<file path="config.mk">
export PLATFORM = sky130hd
export DESIGN_NAME = exc_irq_controller
export DESIGN_NICKNAME = d
export VERILOG_FILES = /design/src/rtl/exc_irq_controller.sv
export SDC_FILE = /design/constraint.sdc
export NUM_CORES = 1
export LEC_CHECK = 0
export CAP_MARGIN = 40
export CORE_ASPECT_RATIO = 1.5
export CORE_MARGIN = 10
export CORE_UTILIZATION = 38
export CTS_CLUSTER_DIAMETER = 50
export CTS_CLUSTER_SIZE = 24
export DETAILED_ROUTE_END_ITERATION = 6
export PLACE_DENSITY_LB_ADDON = 0.3
export SYNTH_ARGS = -nofsm -noshare
export SYNTH_HDL_FRONTEND = slang
export SYNTH_SLANG_ARGS = --single-unit
</file>
<file path="constraint.sdc">
create_clock -name clk -period 1.4 [get_ports clk]
set_input_delay 0.28 -clock clk [delete_from_list [all_inputs] [get_ports clk]]
set_output_delay 0.28 -clock clk [all_outputs]
set_load 0.005 [all_outputs]
</file>
<file path="src/rtl/exc_irq_controller.sv">
// Registered exception/interrupt controller: latches IRQ and illegal-instruction causes, arbitrates, handshakes.
// Optional feature macro IRQ_MASK_EN adds a per-channel mask register (mask_we / mask_wdata ports).
module exc_irq_controller #(
    parameter int N_IRQ     = 4,
    parameter int ESTATUS_W = 4,
    parameter int ID_W      = 3
) (
    input  logic                 clk,
    input  logic                 reset,
    input  logic [N_IRQ-1:0]     ext_irq,
    input  logic                 not_an_instr,
    input  logic                 eret,
    input  logic                 exc_ack,
`ifdef IRQ_MASK_EN
    input  logic                 mask_we,
    input  logic [N_IRQ-1:0]     mask_wdata,
`endif
    output logic                 exc,
    output logic [ESTATUS_W-1:0] estatus,
    output logic [ID_W-1:0]      irq_id,
    output logic [N_IRQ-1:0]     ext_iack,
    output logic                 in_handler,
    output logic                 double_fault
);

    localparam logic [ESTATUS_W-1:0] CAUSE_NONE    = ESTATUS_W'(0);
    localparam logic [ESTATUS_W-1:0] CAUSE_EXT_IRQ = ESTATUS_W'(1);
    localparam logic [ESTATUS_W-1:0] CAUSE_ILLEGAL = ESTATUS_W'(2);

    typedef enum logic [1:0] {
        IDLE,
        REQ,
        HANDLER
    } state_t;

    state_t           state;
    logic [N_IRQ-1:0] pending;
    logic [N_IRQ-1:0] pending_eff;
    logic [N_IRQ-1:0] pending_masked;
    logic [N_IRQ-1:0] pending_clr;
    logic [N_IRQ-1:0] iack_onehot;

    // Lowest set index wins: channel 0 has the highest priority.
    function automatic logic [ID_W-1:0] lowest_index(input logic [N_IRQ-1:0] v);
        lowest_index = '0;
        for (int i = N_IRQ - 1; i >= 0; i--) begin
            if (v[i]) lowest_index = ID_W'(i);
        end
    endfunction

`ifdef IRQ_MASK_EN
    logic [N_IRQ-1:0] mask;

    always_ff @(posedge clk or posedge reset) begin
        if (reset) begin
            mask <= '1;
        end else if (mask_we) begin
            mask <= mask_wdata;
        end
    end
`endif

    // A request seen this cycle counts immediately, so exc follows the cause with one cycle of latency.
    assign pending_eff = pending | ext_irq;
    assign iack_onehot = N_IRQ'(1) << irq_id;

`ifdef IRQ_MASK_EN
    assign pending_masked = pending_eff & mask;
`else
    assign pending_masked = pending_eff;
`endif

    // NOTE: every signal written in always_comb gets a default first so no latch is inferred.
    always_comb begin
        pending_clr = '0;
        if (state == REQ && exc_ack && estatus == CAUSE_EXT_IRQ) begin
            pending_clr = iack_onehot;
        end
    end

    // Clear beats set on the ack edge; a level still high re-sets pending on the next edge.
    // NOTE: sequential state uses non-blocking assignments so every register samples pre-edge values.
    always_ff @(posedge clk or posedge reset) begin
        if (reset) begin
            pending <= '0;
        end else begin
            pending <= (pending | ext_irq) & ~pending_clr;
        end
    end

    always_ff @(posedge clk or posedge reset) begin
        if (reset) begin
            state        <= IDLE;
            exc          <= 1'b0;
            estatus      <= CAUSE_NONE;
            irq_id       <= '0;
            ext_iack     <= '0;
            in_handler   <= 1'b0;
            double_fault <= 1'b0;
        end else begin
            ext_iack <= '0;
            unique case (state)
                IDLE: begin
                    if (|pending_masked) begin
                        state   <= REQ;
                        exc     <= 1'b1;
                        estatus <= CAUSE_EXT_IRQ;
                        irq_id  <= lowest_index(pending_masked);
                    end else if (not_an_instr) begin
                        state   <= REQ;
                        exc     <= 1'b1;
                        estatus <= CAUSE_ILLEGAL;
                        irq_id  <= '0;
                    end
                end
                REQ: begin
                    if (exc_ack) begin
                        state      <= HANDLER;
                        exc        <= 1'b0;
                        in_handler <= 1'b1;
                        if (estatus == CAUSE_EXT_IRQ) begin
                            ext_iack <= iack_onehot;
                        end
                    end
                end
                HANDLER: begin
                    if (not_an_instr) begin
                        double_fault <= 1'b1;
                    end
                    if (eret) begin
                        state      <= IDLE;
                        estatus    <= CAUSE_NONE;
                        irq_id     <= '0;
                        in_handler <= 1'b0;
                    end
                end
                default: begin
                    state <= IDLE;
                end
            endcase
        end
    end

endmodule
</file>
; Yosys cells after proc, flatten, opt, wreduce, memory -nomap -nowiden
; Cells that the tools add are included.
[classes]
magnitude_cmp = 0
reduce_logical = 12
add_sub_neg = 0
n_eq_ne = 6
shift = 1
div_mod_pow = 0
bitwise_logic = 3
mul = 0
muxes = 28
[ops]
columns = op, count
row1 = two-way mux 4 bit, 7
row2 = two-way mux 3 bit, 6
row3 = AND reduction 3 bit, 4
row4 = two-way mux 2 bit, 5
row5 = one-hot mux 4 bit (2 select lines), 1
row6 = one-hot mux 2 bit (3 select lines), 1
row7 = one-hot mux 3 bit (2 select lines), 1
row8 = nonzero test 2 bit, 3
row9 = two-way mux 1 bit, 5
row10 = AND 4 bit, 1
row11 = "== test 4 x 1 -> 1 bit, second input constant", 1
row12 = "inequality test 2 bit, second input constant", 2
row13 = inverter 4 bit, 1
row14 = OR 4 bit, 1
row15 = one-hot mux 1 bit (2 select lines), 2
row16 = OR reduction 4 bit, 1
row17 = "<< shifter 1 x 3 -> 4 bit, first input constant", 1
row18 = "inequality test 3 bit, second input constant", 1
row19 = "== test 2 x 1 -> 1 bit, second input constant", 1
row20 = "== test 2 bit, second input constant", 1
row21 = logical AND 1 bit, 2
row22 = logical NOT 2 bit, 1
row23 = AND reduction 2 bit, 1
[totals]
word_cells = 58
romBits = 0
ram_bits = 0
memories = 0
latch_bits = 0
register_bits = 20
in_bits = 9
out_inout_bits = 14

; Logic depth before layout (Yosys ltp)
; Gate-level depths: netlist of run 1.
[logic_depth]
word_depth = 7
mapped_depth = 4

; Worst setup path after synthesis of run 1
; OpenSTA, ideal clock, no wires.
[synth_path]
path_type = reg2reg
start = register pending[2]
end = register estatus[0]
setup_ns = 0.124
period_less_slack_ns = 1.164
path_stages_with_launch = 4
arrival_time_ns = 1.040
slack_ns = 0.236
path_buffers = 0
path_cell_list = dfrtp_1 nor4_4 nand2_2 a211o_1
[synth_via]
elab_chain_len = 4
[synth_lines]
columns = element, line
row1 = from (decl), 37  ; logic [N_IRQ-1:0] pending;
row2 = from (signal assigned), 87  ; pending <= (pending | ext_irq) & ~pending_clr;
row3 = OR 4 bit (*), 64  ; assign pending_eff = pending | ext_irq;
row4 = OR reduction 4 bit (*), 104  ; if (|pending_masked) begin
row5 = inequality test 3 bit (no source line) / two-way mux 4 bit (equally long branches), --
row6 = AND reduction 3 bit (no source line) / one-hot mux 4 bit (2 select lines) (equally long branches), --
row7 = to (signal assigned), 95  ; estatus <= CAUSE_NONE;
row8 = to (signal assigned), 107  ; estatus <= CAUSE_EXT_IRQ;
row9 = to (signal assigned), 112  ; estatus <= CAUSE_ILLEGAL;
row10 = to (decl), 19  ; output logic [ESTATUS_W-1:0] estatus,
; Every way passes the cells marked *; elsewhere a longest branch is shown, timed or not.
; A chain may end at the register's enable or synchronous reset.

; Worst setup path in the final report of run 1
[layout_path]
start = input ext_irq[2]
end = register irq_id[1]
[layout_via]
elab_chain_len = 6
[layout_lines]
columns = element, line
row1 = from (decl), 10  ; input logic [N_IRQ-1:0] ext_irq,
row2 = OR 4 bit (*), 64
row3 = two-way mux 3 bit (3 in a row), 47  ; if (v[i]) lowest_index = ID_W'(i);
row4 = two-way mux 3 bit, 104
row5 = one-hot mux 3 bit (2 select lines), 102  ; unique case (state)
row6 = to (signal assigned), 108  ; irq_id <= lowest_index(pending_masked);
row7 = to (decl), 20  ; output logic [ID_W-1:0] irq_id,
; Marks and branches as above.

==> summary.md, run 1 <==
| Metric | Value |
|---|---|
| Outcome | finished clean |
| R2R cell count | 4 |
| Drt via density | 5.136 |
| Die X | 56.44 um |
| Worst endpoint data arrival time | 1.52 ns |
| Register area share after synthesis | 56.20% |
| Reg2reg end | pending[1] |
| Main combinational cell family by area after synthesis | simple AND/OR/NAND/NOR gates |
| I/O pin total | 23 |
| Final Hold Vio Count | 0 |
| Vias | 642 |
| Max Fclk | 0.7541 GHz |
| Most common cell after layout, fill and taps aside | dfrtp_1 |
| Detailed placement HPWL | 1344 um |
| Final period utilization | 94.72% |
| Routed wire length | 1751 um |
| Leak pwr | 0.5054 nW |
| First-pass GRT wire length | 3008 um |
| Final Util | 57.08% |
| CORE AREA | 1854 um^2 |
| Setup ws final | 0.07392 ns |
| CTS clk-pin slew, worst paths | 0.10 ns |
| Final net count | 114 |
| Cell variety after synth | 26 |
| Root cell of the clock tree | clkbuf_4 |
| Initial Util | 40.82% |
| TritonCTS buffer count | 3 |
| Hold WC Path Type | input pin to asynchronous set/reset pin |
| GR Overflow Total | 0 |
| Routed Antenna Nets | 0 |
| Reg-to-reg critical path startpoint | estatus[1] |
| Commonest non-fill, non-tap cells in the layout | dfrtp_1, buf_4, nor2_1 |
| Storage element area | 425.4 um^2 |
| WS Path Type | input pin to flip-flop |
| Initial drt markers | 14 |
| RSZ-0062 raised after global routing | true |
| Initial antenna violation count | 0 |
| Die area | 4214 um^2 |
| Vias in the first global route | 704 |
| Synthesis Warnings | 0 |
| Xor/xnor share of the synthesized area | 0% |
| Post-Syn Area per Cell | 10.51 um^2 |
| Fillers | 174 |
| Worst-path maximum fanout | 4 |
| Clock sinks | 17 |
| Place WS | -0.2258 ns |
| Layout cells sized above 1 | 18.27% |
| Crit. End Element | flip-flop |
| Mux contribution to synthesized area | 0% |
| CTS H-tree lvls | 1 |
| GRT Resource Usage Total | 8.654% |
| CTS tree | done |
| Post-route DRC | 0 |
| Post-Synth Simple-Gate Area | 20.66% |
| Pin count of the biggest net entering global routing | 18 |
| Synth Register Bits | 17 |
| Final worst path period need | 1.326 ns |
| Area occupied by multi-input gates | 284.0 um^2 |
| Power per cell area | 1476 nW/um^2 |
| Drt wl/cell | 14.01 um |
| CP Data Required Time | 1.60 ns |
| R2r setup slk | 0.11 ns |
| Clock skew | 0.006922 ns |
| Clk_lat worst skew | 0.29 ns |
| DR pass1 iterations | 4 |
| Compound-cell area share of the yosys netlist | 15.37% |
| Maxcap violations | 0 |
| Buffers on Ports | 19 |
| Worst setup SP type | input pin |
| Cell Rows | 19 |
| Area delta synth->final | 39.84% |
| GPL Wtd Cong | 0.8095 |
| Peak VDD IR | 0.7700 mV |
| Pins over their slew limit | 0 |
| Synth Instances | 72 |
| Final setup fails | 0 |
| Area of the mapped netlist | 757.0 um^2 |
| Adder-Cell Fraction of Synth Area | 0% |
| Clk buf depth | 2 |
| Die height | 74.67 um |
| Antenna cell count | 0 |
[per-stage QoR]
| stage | std cells | area, um^2 | power [W] | TNS [ns] | hold slack [ns] |
|---|---|---|---|---|---|
| after floorplan | 74 | 764.5 | 0.001020 | 0 | 0.2061 |
| after global placement | 116 | 1001 | 0.001296 | -1.378 | 0.4427 |
| after detailed placement | 116 | 1001 | 0.001310 | -1.499 | 0.4467 |
| after CTS | 125 | 1054 | 0.001571 | 0 | 0.3099 |
| after global routing | 125 | 1059 | 0.001692 | -0.1805 | 0.3390 |
| final | 125 | 1059 | 0.001562 | 0 | 0.2966 |
[state kept, by name, summed over array words and instances (netlist names)]
signal        cells
double_fault      1
state             2
irq_id            2
exc               1
estatus           2
pending           4
in_handler        1
ext_iack          4
[cell families after synthesis]
family / count (synthesis)
other: 1
and+or+nand+nor: 26
AOI/OAI and AO/OA: 17
DFF: 17
buffers and inverters: 11
[cell type report]
class                   instances  share of cell area, %
clock buffers                   4                  2.482
inverters                       6                  2.128
multi-input cells              46                  26.83
flip-flops and latches         17                  40.19
well taps                      21                  2.482
repair buffers                 31                  25.89
[power by group]
| part | leakage, nW | internal, W | switching [W] | total [W] |
|---|---|---|---|---|
| combinational | 0.293 | 0.000310 | 0.000296 | 0.000606 |
| clock | 0.0150 | 0.000111 | 0.000151 | 0.000262 |
| sequential | 0.198 | 0.000609 | 0.0000847 | 0.000694 |
[worst max path at each step]
stage	from	to	slack, ns	cells after the start
2_1_floorplan	pending[2]	estatus[0]	0.24	3
4_1_cts	ext_iack[0]	ext_iack[0]	0.001	1
3_3_place_gp	ext_irq[2]	estatus[0]	-0.20	4
6_report	ext_irq[2]	irq_id[1]	0.07	4
5_1_grt	estatus[1]	pending[0]	-0.07	4
3_5_place_dp	ext_irq[2]	estatus[0]	-0.23	4
[synth_stat cells, drive strengths merged]
master / instances / area share [%]
o31ai: 2 / 2.0
nor4: 6 / 7.8
o21ai: 3 / 2.0
nor2: 11 / 5.5
nor2b: 2 / 1.7
a211o: 1 / 1.2
nand2: 2 / 1.3
conb: 1 / 0.50
o21a: 2 / 2.0
nand3: 2 / 1.3
nand4b: 1 / 1.2
a21o: 2 / 2.0
a21oi: 2 / 1.3
nor3b: 1 / 0.99
o22ai: 2 / 1.7
a311oi: 1 / 1.2
dfrtp: 17 / 56
a31oi: 1 / 0.83
o31a: 1 / 1.3
inv: 6 / 3.0
buf: 5 / 4.3
nand3b: 1 / 0.99
[layer usage]
layer  up-vias  global-route usage [%]  part of all wire, %
li1        310                       -                    -
met1       309                   8.627                   41
met2        21                   16.01                   51
met3         2                   3.535                  7.5
met4         0                   2.681                 0.46
met5         -                       0                    0
[worst max-delay path, stage by stage]
cell,delay [ns]
clkdlybuf4s50_1,0.46
nor4_4,0.40
a311oi_1,0.18
o22ai_1,0.20
[timing repair]
item,CTS,global route
endpoints found under the setup margin,9,6
endpoints found under the hold margin,0,0
pin swaps,0,0
setup buffers,5,0
resized for setup,9,2
hold buffers,0,0
No activity file was read; power rests on OpenSTA's default activity.
==> inputs of run 2 (changes only) <==
- clock period: 1.4 -> 1.7 ns (I/O delays scaled with it)
==> run 2 against run 1 <==
Core utilization decreased by 2.8 points. Critical endpoint is now irq_id[0]. Critical path type is now flip-flop to primary output. Global-route usage decreased by 0.75 points. Sequential cell count unchanged. Critical path depth is 3 lower. Clock power down 22%. Largest cell class unchanged.
==> summary.md, run 2 (synthesis gave the netlist of run 1 again) <==
| Metric | Value |
|---|---|
| Outcome | finished clean |
| Pins over their slew limit | 0 (unchanged) |
| First-pass GRT wire length | 2766 um (-8.0%) |
| CTS clk-pin slew, worst paths | 0.10 ns (about the same) |
| Buffers on Ports | 19 (unchanged) |
| Routed wire length | 1661 um (-5.1%) |
| Final Hold Vio Count | 0 (unchanged) |
| Clock sinks | 17 (unchanged) |
| Clk buf depth | 2 (unchanged) |
| Clk_lat worst skew | 0.28 ns (about the same) |
| Die area | 4214 um^2 (unchanged) |
| Cell Rows | 19 (unchanged) |
| Final setup fails | 0 (unchanged) |
| Fillers | 175 (+0.57%) |
| CTS tree | done |
| CTS H-tree lvls | 1 (unchanged) |
| Layout cells sized above 1 | 12.50% (-5.8 points) |
| Post-route DRC | 0 (unchanged) |
| Commonest non-fill, non-tap cells in the layout | clkdlybuf4s50_1, dfrtp_1, nor2_1 |
| DR pass1 iterations | 4 (unchanged) |
| Hold_buf cts | 0 (unchanged) |
| Final Util | 54.25% (-2.8 points) |
| Initial drt markers | 11 (-3) |
| Final TNS setup | 0 ns (unchanged) |
| Routed Antenna Nets | 0 (unchanged) |
| Final net count | 106 (-7.0%) |
| Vias in the first global route | 634 (-9.9%) |
| TritonCTS buffer count | 3 (unchanged) |
| Peak VDD IR | 0.7769 mV (+0.90%) |
| Largest registers | ext_iack (4), pending (4) |
| CORE AREA | 1854 um^2 (unchanged) |
| Root cell of the clock tree | clkbuf_4 |
| Area delta synth->final | 32.89% |
| Most common cell after layout, fill and taps aside | clkdlybuf4s50_1 |
| Final period utilization | 91.22% |
| Post-CTS Setup Bufs | 0 (-5) |
| GRT Resource Usage Total | 7.908% (-0.75 points) |
| Detailed placement HPWL | 1326 um (-1.4%) |
| Crit-path leading delay family | buffers and inverters |
| Vias | 625 (-2.6%) |
| Initial Util | 40.82% (unchanged) |
| CP Cell Sequence | clkdlybuf4s50_1 |
| WS Path Type | flip-flop to primary output |
| Maxcap violations | 0 (unchanged) |
| Final worst path period need | 1.551 ns |
| RSZ-0062 raised after global routing | false |
| Max Fclk | 0.6448 GHz |
| Drt wl/cell | 14.20 um (+1.3%) |
| Die height | 74.67 um (unchanged) |
| Power per cell area | 1229 nW/um^2 (-17%) |
| Clock skew | 0.01184 ns (+0.004918 ns) |
| Worst endpoint data arrival time | 1.21 ns (-0.31 ns) |
| Drt via density | 5.342 (+4.0%) |
| Antenna cell count | 0 (unchanged) |
| Worst setup SP type | flip-flop |
| Crit. End Element | primary output |
| I/O pin total | 23 (unchanged) |
| Post_cts resized | 0 (-9) |
| CP max-delay cell | clkdlybuf4s50_1 |
| Die X | 56.44 um (unchanged) |
| GR Overflow Total | 0 (unchanged) |
| GPL Wtd Cong | 0.7576 (-6.4%) |
| Leak pwr | 0.4131 nW (-18%) |
| CP Data Required Time | 1.36 ns (-0.24 ns) |
| Initial antenna violation count | 0 (unchanged) |
| CP Buf/Inv Count | 1 (unchanged) |
| Crit path largest cell delay | 0.53 ns (+0.07 ns) |
| Hold WC Path Type | input pin to asynchronous set/reset pin |
| Worst-path maximum fanout | 4 (unchanged) |
| Pin count of the biggest net entering global routing | 18 (unchanged) |
run 2: worst paths after layout:
path	start	end	cells after the start	slack, ns
min in group clk	double_fault	double_fault	1	0.47
max in group asynchronous	reset	pending[2]	3	1.14
setup reg to reg	state[0]	pending[1]	3	0.35
hold / removal	reset	state[1]	3	0.36
hold reg to reg	double_fault	double_fault	1	0.47
setup / recovery	irq_id[0]	irq_id[0]	1	0.15
run 2: stage by stage:
step	std cells	area [um^2]	hold WS (ns)	setup WS, ns	total power, W
after detailed placement	113	978.4	0.4485	0.007717	0.001042
after global routing	117	1006	0.3856	0.09820	0.001339
after floorplan	74	764.5	0.2661	0.5362	0.0008401
final	117	1006	0.3615	0.1492	0.001237
after CTS	117	1006	0.3559	0.1225	0.001256
after global placement	113	978.4	0.4433	0.03241	0.001029
run 2: where the power goes:
part	total [W]	leakage (nW)	internal [W]	switching [W]
logic	0.000401	0.198	0.000231	0.000171
clock network	0.000205	0.0177	0.0000873	0.000118
registers	0.000631	0.198	0.000501	0.000129
total	0.00124	0.413	0.000819	0.000418
run 2: per-layer routing:
layer	up-vias	part of all wire [%]	track usage, %
li1	296	-	-
met1	309	38	8.185
met2	20	54	14.18
met3	0	8.3	3.367
met4	0	0	2.413
met5	-	0	0
run 2: worst min-delay path, delay by kind of cell:
kind / cells / cell delay (ns)
buf+inv: 3 / 0.69
run 2: cell type report:
class	instances	area, um^2	area share (%)
timing repair buffer	23	220.2	21.89
clock inverter	1	5.005	0.4975
tap	21	26.28	2.612
clock buffer	3	22.52	2.239
inverter	6	22.52	2.239
sequential	17	425.4	42.29
multi-input combinational	46	284.0	28.23
==> inputs of run 3 (changes only) <==
- TNS_END_PERCENT: default -> 50
==> results of run 3 <==
No change in the layout: final DEF, timing and power equal those of run 2.
